File: src/rtl/apb_pkg.sv
// apb_pkg: shared widths, timeout default and bridge state encoding for the APB bridge/slave pair
package apb_pkg;
  localparam int ADDR_W_DEF = 4;
  localparam int DATA_W_DEF = 8;
  localparam int TIMEOUT_DEF = 16;
  typedef enum logic [1:0] {IDLE = 2'd0, SETUP = 2'd1, ACCESS = 2'd2, RESP = 2'd3} apb_state_t;
endpackage

File: src/rtl/apb_master_bridge_if.sv
// apb_master_bridge_if: command, response and APB3 bus signals of the bridge; master = bridge side
interface apb_master_bridge_if import apb_pkg::*; #(
  parameter int ADDR_W = ADDR_W_DEF,
  parameter int DATA_W = DATA_W_DEF
);
  logic              cmd_valid, cmd_ready, cmd_write;
  logic [ADDR_W-1:0] cmd_addr;
  logic [DATA_W-1:0] cmd_wdata;
  logic              rsp_valid, rsp_ready, rsp_err;
  logic [DATA_W-1:0] rsp_rdata;
  logic              psel, penable, pwrite, pready, pslverr;
  logic [ADDR_W-1:0] paddr;
  logic [DATA_W-1:0] pwdata, prdata;
  modport master (
    input  cmd_valid, cmd_write, cmd_addr, cmd_wdata, rsp_ready, prdata, pready, pslverr,
    output cmd_ready, rsp_valid, rsp_rdata, rsp_err, psel, penable, pwrite, paddr, pwdata
  );
  modport slave (
    output cmd_valid, cmd_write, cmd_addr, cmd_wdata, rsp_ready, prdata, pready, pslverr,
    input  cmd_ready, rsp_valid, rsp_rdata, rsp_err, psel, penable, pwrite, paddr, pwdata
  );
endinterface

File: src/rtl/apb_wait_timer.sv
// apb_wait_timer: ACCESS wait counter; expired flags the wait cycle that reaches TIMEOUT_CYCLES
module apb_wait_timer import apb_pkg::*; #(
  parameter int TIMEOUT_CYCLES = TIMEOUT_DEF
) (
  input  logic pclk,
  input  logic presetn,
  input  logic clr,
  input  logic inc,
  output logic expired
);
  logic [7:0] cnt;
  always_ff @(posedge pclk or negedge presetn)
    if (!presetn) cnt <= 8'd0;
    else if (clr) cnt <= 8'd0;
    else if (inc) cnt <= cnt + 8'd1;
  assign expired = inc && cnt == 8'(TIMEOUT_CYCLES - 1);
endmodule

File: src/rtl/apb_master_bridge.sv
// apb_master_bridge: valid/ready command to single-slave APB3 transfer, one outstanding at a time
// Optional ACCESS-phase timeout enabled by defining APB_TIMEOUT_EN.
module apb_master_bridge import apb_pkg::*; #(
  parameter int ADDR_W = ADDR_W_DEF,
  parameter int DATA_W = DATA_W_DEF,
  parameter int TIMEOUT_CYCLES = TIMEOUT_DEF
) (
  input logic pclk,
  input logic presetn,
  apb_master_bridge_if.master bus
);
  apb_state_t state;
  logic expired;
  if (TIMEOUT_CYCLES < 1 || TIMEOUT_CYCLES > 255) begin : g_bad_timeout
    $error("TIMEOUT_CYCLES must be 1..255");
  end
`ifdef APB_TIMEOUT_EN
  apb_wait_timer #(.TIMEOUT_CYCLES(TIMEOUT_CYCLES)) u_timer (
    .pclk(pclk),
    .presetn(presetn),
    .clr(state == SETUP),
    .inc(state == ACCESS && !bus.pready),
    .expired(expired)
  );
`else
  assign expired = 1'b0;
`endif
  assign bus.cmd_ready = state == IDLE;
  always_ff @(posedge pclk or negedge presetn)
    if (!presetn) begin
      state <= IDLE;
      bus.psel <= 1'b0;
      bus.penable <= 1'b0;
      bus.pwrite <= 1'b0;
      bus.paddr <= '0;
      bus.pwdata <= '0;
      bus.rsp_valid <= 1'b0;
      bus.rsp_err <= 1'b0;
      bus.rsp_rdata <= '0;
    end else
      case (state)
        IDLE: if (bus.cmd_valid) begin
          bus.pwrite <= bus.cmd_write;
          bus.paddr <= bus.cmd_addr[ADDR_W-1:0];
          bus.pwdata <= bus.cmd_write ? bus.cmd_wdata : {DATA_W{1'b0}};
          bus.psel <= 1'b1;
          state <= SETUP;
        end
        SETUP: begin
          bus.penable <= 1'b1;
          state <= ACCESS;
        end
        ACCESS: if (bus.pready || expired) begin
          // pready wins over a timeout landing in the same cycle
          bus.rsp_rdata <= (bus.pwrite || !bus.pready) ? {DATA_W{1'b0}} : bus.prdata;
          bus.rsp_err <= bus.pready ? bus.pslverr : 1'b1;
          bus.psel <= 1'b0;
          bus.penable <= 1'b0;
          bus.rsp_valid <= 1'b1;
          state <= RESP;
        end
        RESP: if (bus.rsp_ready) begin
          bus.rsp_valid <= 1'b0;
          state <= IDLE;
        end
      endcase
endmodule

File: src/flat_wrapper.sv
// flat-port wrapper written by rule: the top's interface ports become plain ports
module apb_master_bridge_flat import apb_pkg::*;
#(
  parameter int ADDR_W = ADDR_W_DEF,
  parameter int DATA_W = DATA_W_DEF,
  parameter int TIMEOUT_CYCLES = TIMEOUT_DEF
)
  (pclk, presetn, bus_cmd_valid, bus_cmd_write, bus_cmd_addr, bus_cmd_wdata, bus_rsp_ready, bus_prdata, bus_pready, bus_pslverr, bus_cmd_ready, bus_rsp_valid, bus_rsp_rdata, bus_rsp_err, bus_psel, bus_penable, bus_pwrite, bus_paddr, bus_pwdata);
  apb_master_bridge_if #(.ADDR_W(ADDR_W), .DATA_W(DATA_W)) bus_i ();
  input logic pclk;
  input logic presetn;
  input wire logic [$bits(bus_i.cmd_valid)-1:0] bus_cmd_valid;
  input wire logic [$bits(bus_i.cmd_write)-1:0] bus_cmd_write;
  input wire logic [$bits(bus_i.cmd_addr)-1:0] bus_cmd_addr;
  input wire logic [$bits(bus_i.cmd_wdata)-1:0] bus_cmd_wdata;
  input wire logic [$bits(bus_i.rsp_ready)-1:0] bus_rsp_ready;
  input wire logic [$bits(bus_i.prdata)-1:0] bus_prdata;
  input wire logic [$bits(bus_i.pready)-1:0] bus_pready;
  input wire logic [$bits(bus_i.pslverr)-1:0] bus_pslverr;
  output wire logic [$bits(bus_i.cmd_ready)-1:0] bus_cmd_ready;
  output wire logic [$bits(bus_i.rsp_valid)-1:0] bus_rsp_valid;
  output wire logic [$bits(bus_i.rsp_rdata)-1:0] bus_rsp_rdata;
  output wire logic [$bits(bus_i.rsp_err)-1:0] bus_rsp_err;
  output wire logic [$bits(bus_i.psel)-1:0] bus_psel;
  output wire logic [$bits(bus_i.penable)-1:0] bus_penable;
  output wire logic [$bits(bus_i.pwrite)-1:0] bus_pwrite;
  output wire logic [$bits(bus_i.paddr)-1:0] bus_paddr;
  output wire logic [$bits(bus_i.pwdata)-1:0] bus_pwdata;
  assign bus_i.cmd_valid = bus_cmd_valid;
  assign bus_i.cmd_write = bus_cmd_write;
  assign bus_i.cmd_addr = bus_cmd_addr;
  assign bus_i.cmd_wdata = bus_cmd_wdata;
  assign bus_i.rsp_ready = bus_rsp_ready;
  assign bus_i.prdata = bus_prdata;
  assign bus_i.pready = bus_pready;
  assign bus_i.pslverr = bus_pslverr;
  assign bus_cmd_ready = bus_i.cmd_ready;
  assign bus_rsp_valid = bus_i.rsp_valid;
  assign bus_rsp_rdata = bus_i.rsp_rdata;
  assign bus_rsp_err = bus_i.rsp_err;
  assign bus_psel = bus_i.psel;
  assign bus_penable = bus_i.penable;
  assign bus_pwrite = bus_i.pwrite;
  assign bus_paddr = bus_i.paddr;
  assign bus_pwdata = bus_i.pwdata;
  apb_master_bridge #(.ADDR_W(ADDR_W), .DATA_W(DATA_W), .TIMEOUT_CYCLES(TIMEOUT_CYCLES)) u_core (.pclk(pclk), .presetn(presetn), .bus(bus_i));
endmodule
File: config.mk
export PLATFORM = sky130hd
export DESIGN_NAME = apb_master_bridge_flat
export DESIGN_NICKNAME = d
export VERILOG_FILES = /design/src/rtl/apb_pkg.sv /design/src/rtl/apb_master_bridge_if.sv /design/src/rtl/apb_wait_timer.sv /design/src/rtl/apb_master_bridge.sv /design/src/flat_wrapper.sv
export SDC_FILE = /design/constraint.sdc
export NUM_CORES = 1
export LEC_CHECK = 0
export ABC_AREA = 0
export BUFFER_PORTS_ARGS = -buffer_cell sky130_fd_sc_hd__buf_4
export CORE_MARGIN = 1.5
export CORE_UTILIZATION = 44
export CTS_CLUSTER_DIAMETER = 100
export DETAILED_ROUTE_END_ITERATION = 10
export GPL_TIMING_DRIVEN = 0
export PLACE_DENSITY = 0.75
export SLEW_MARGIN = 5
export SYNTH_ARGS = -nofsm -noshare
export SYNTH_HDL_FRONTEND = slang
export SYNTH_SLANG_ARGS = --single-unit
File: constraint.sdc
create_clock -name pclk -period 3.8 [get_ports pclk]
set_input_delay 0.76 -clock pclk [delete_from_list [all_inputs] [get_ports pclk]]
set_output_delay 0.76 -clock pclk [all_outputs]
set_load 0.1 [all_outputs]
* Yosys cells after proc, flatten, opt, wreduce, memory -nomap -nowiden
Cells that the tools add are included.
Storage, ports and cells: bits of input ports 27, logic and storage cells 40, bits in registers 27, output and inout bits 26
Cells by class: muxes and demuxes 13, reduce and logical (&&, ||, !) cells 12, equality and inequality tests 6
Operator list (count):
- $mux W8 | 2
- $reduce_and A3 Y1 | 3
- $pmux W2 S4 | 1
- $mux W2 | 3
- $ne A2 B2 Y1 const B | 3
- $pmux W1 S2 | 3
- $reduce_and A2 Y1 | 3
- $reduce_bool A2 Y1 | 3
- $eq A2 B2 Y1 const B | 2
- $mux W1 | 4
- $eq A2 B1 Y1 const B | 1
- $logic_not A2 Y1 | 1
- $logic_not A1 Y1 | 1
- $logic_or A1 B1 Y1 | 1

* Depth between registers and ports, before layout
depth after elaboration 3, depth in mapped cells 6, mapped depth without buffers 5

* Worst setup path before layout
Ideal clock, no wire load.
path kind reg-to-output, from register u_core.state[0], to output bus_cmd_ready, arrival 1.352 ns, path buffers 0, path slack 1.688 ns, required time 3.040 ns, stages on the path, launching flop included 3, cells stage by stage dfrtp_1 > inv_1 > ha_1
On the way: cells in the longest elaborated chain, start to end 1
RTL lines:
- start: declaration | RTL line apb_master_bridge.sv:12 | apb_state_t state;
- start signal: assignment | RTL line apb_master_bridge.sv:31 | state <= IDLE;
- start signal: assignment | RTL line apb_master_bridge.sv:47 | state <= SETUP;
- start signal: assignment | RTL line apb_master_bridge.sv:51 | state <= ACCESS;
- $logic_not A2 Y1 | RTL line apb_master_bridge.sv:28 | assign bus.cmd_ready = state == IDLE;
- end: declaration | RTL line flat_wrapper.sv:20 | output wire logic [$bits(bus_i.cmd_ready)-1:0] bus_cmd_ready;
No other way between the ends.

* Worst setup path in the final report
Same ends and word-level chain as after synthesis.

==> results.py <==
metrics = {
    "layout": {
        "seqCellArea_um2": 676,
        "mostFrequentLayoutCells": "buf_4, dfrtp_1, nand2_1",
        "fin_nets": 202,
        "insertedDiodeCount": 0,
        "n_fill_cell": 221,
        "multi_input_area_um2": 548,
        "syn_to_final_growth_pct": 35.8,
        "mostFrequentLayoutCell": "buf_4",
        "final_layout_size_suffix_gt1_share_pct": 41.9,
    },
    "yosys": {
        "synth_adder_area_share_pct": 6.99,
        "synth.distinct_cells": 21,
        "syn_inst": 112,
        "synth_top_family_by_area": "simple AND/OR/NAND/NOR gates",
        "ys_warn_count": 0,
        "ys_seq_elements": 27,
        "synthSimpleGateAreaFrac_pct": 16.4,
        "synth-compound-area-share_pct": 9.39,
        "synth.avg_cell_area_um2": 11.2,
        "syn_nets": 146,
        "syn_area_um2": 1250,
        "synth_xor_xnor_area_share_pct": 0,
        "synthMuxAreaShare_pct": 11.0,
        "ys_seq_area_share_pct": 53.9,
    },
    "floorplanning": {
        "chipWidth_um": 56.4,
        "coreArea_um2": 2730,
        "initial_core_util_pct": 45.8,
        "num_rows": 19,
        "dieArea_um2": 3180,
        "die_height_um": 56.4,
        "io_pins": 53,
    },
    "sta": {
        "fin_setup_tns_ns": 0,
        "skew_ns": 0.00449,
        "hold_viol": 0,
        "worst_pin_slew_ns": 0.340,
        "period_share_pct": 57.8,
        "setup_viol": 0,
        "rsz0062_at_grt": "false",
        "fin_crit_ns": 2.20,
        "max_freq_mhz": 455,
        "slew_viol_final": 0,
        "slew_headroom_pct": 77.3,
    },
    "clocking": {
        "cts_setup_buffers": 0,
        "post_cts_resize_count": 0,
        "tritoncts": "built",
        "cts_buffers": 3,
        "root_buffer": "clkbuf_4",
        "cts-htree-levels": 1,
        "cts_buffer_depth": 2,
        "cts_num_sinks": 27,
        "clock_latency_ns": 0.31,
        "postCtsHoldBufs": 0,
        "clk_pin_slew_ns": 0.13,
    },
    "setup_path": {
        "r2r_cells": 5,
        "crit_arrival_ns": 1.44,
        "reg2reg_slack_ns": 2.15,
        "rr_startpoint": "u_core.state[1]$_DFFE_PN0P_",
        "cp.required_ns": 3.04,
        "slowest_stage": "dfrtp_1",
        "cp_max_fo": 5,
        "path_cells": "inv_1 > ha_1 > buf_4",
        "criticalPathCategory": "flip-flop to output pin",
        "critPathMaxStageDelay_ns": 0.45,
        "cp-end-kind": "output pin",
        "cp-startpoint": "u_core.state[0]$_DFFE_PN0P_",
        "worstReg2RegEnd": "u_core.state[1]$_DFFE_PN0P_",
        "endpoint": "bus_cmd_ready",
        "start_kind": "flip-flop",
    },
    "route": {
        "drcViolationCount": 0,
        "routed_wl_um": 2430,
        "wire_per_inst_um": 12.3,
        "vias_per_cell": 4.88,
        "first_iter_violations": 41,
        "ant_nets": 0,
        "vias": 966,
        "firstDrtPassIters": 4,
    },
    "placement": {
        "globalplace.congestion": 0.736,
        "place.port_buffers": 51,
        "dpl.hpwl_um": 1890,
    },
    "global_routing": {
        "globalRouteOverflowTotal": 0,
        "first_global_vias": 939,
        "grt_usage_pct": 16.6,
        "grt_pass1_wl_um": 4230,
        "antenna_found_initial": 0,
        "grt_max_degree": 28,
    },
    "job": {
        "drv_cap": 0,
    },
    "status": {
        "run_status": "completed",
    },
    "worst_hold_path": {
        "hold_path_class": "input pin to asynchronous set/reset pin",
    },
}
==> through the flow <==
step                setup slack, ns  std cells  util [%]  cell area [um2]  hold slack [ns]
floorplan                      1.69        112         -             1250            0.464
global placement               1.97        194      61.2             1670            0.462
detailed placement             1.95        194      61.2             1670            0.474
CTS                            1.58        198      62.2             1700            0.338
global route                   1.50        198      62.2             1700            0.336
finish                         1.60        198      62.2             1700            0.336
==> worst min-delay path by stage <==
stage	depth (start not counted)	endpoint	slack (ns)	from
final	1	u_core.bus.rsp_rdata[2]$_DFFE_PN0P_	0.34	presetn
after detailed placement	2	u_core.bus.rsp_rdata[5]$_DFFE_PN0P_	0.47	u_core.bus.rsp_rdata[5]$_DFFE_PN0P_
after CTS	1	u_core.bus.rsp_rdata[5]$_DFFE_PN0P_	0.34	presetn
after global placement	2	u_core.bus.rsp_rdata[5]$_DFFE_PN0P_	0.46	u_core.bus.rsp_rdata[5]$_DFFE_PN0P_
after global routing	1	u_core.bus.rsp_rdata[2]$_DFFE_PN0P_	0.34	presetn
after floorplan	0	u_core.bus.paddr[0]$_DFFE_PN0P_	0.46	presetn
==> critical path: cells and delay by family, from the launching register on <==
family,cells,cell delay [ns]
fa+ha+maj,1,0.22
buf+inv,2,0.46
flops,1,0.45
==> flip-flops by register name (all words and copies together), names as in the netlist <==
name / count
u_core.bus.pwdata: 8
u_core.bus.rsp_rdata: 8
u_core.bus.paddr: 4
u_core.state: 2
u_core.bus.penable: 1
u_core.bus.psel: 1
u_core.bus.pwrite: 1
u_core.bus.rsp_err: 1
u_core.bus.rsp_valid: 1
==> routing by layer <==
metal / part of all wire, % / vias to the layer above / global-route usage [%]
met1: 44 / 460 / 21.2
li1: - / 480 / -
met5: 0 / - / 0
met2: 50 / 24 / 29.6
met3: 5.2 / 2 / 2.53
met4: 0.70 / 0 / 4.08
==> layout make-up <==
class                           count  area share, %
Clock buffer                        4           1.55
Sequential cell                    27           39.7
Tap cell                           31           2.28
Timing Repair Buffer               51           22.5
Inverter                            2          0.442
Multi-Input combinational cell     79           32.2
Buffer                              4           1.25
==> synthesized netlist by cell type (all sizes together) <==
library cell,number,area (um2)
mux2i,4,40.0
nor2,1,3.75
buf,3,17.5
nor2b,3,31.3
nand2,27,104
mux2,7,97.6
o31ai,2,15.0
clkbuf,1,3.75
inv,2,7.51
o21ai,19,103
ha,7,87.6
dfrtp,27,676
nand2b,8,50.1
nor3,1,16.3
==> kinds of logic after synthesis <==
kind of cell / Yosys count
flops: 27
mux: 11
compound gates: 21
simple gates: 40
buf+inv: 6
fa+ha+maj: 7
Power is left out: the tool's default activity adds up to more than one toggle a clock period on the data nets, which glitch-free logic cannot reach.
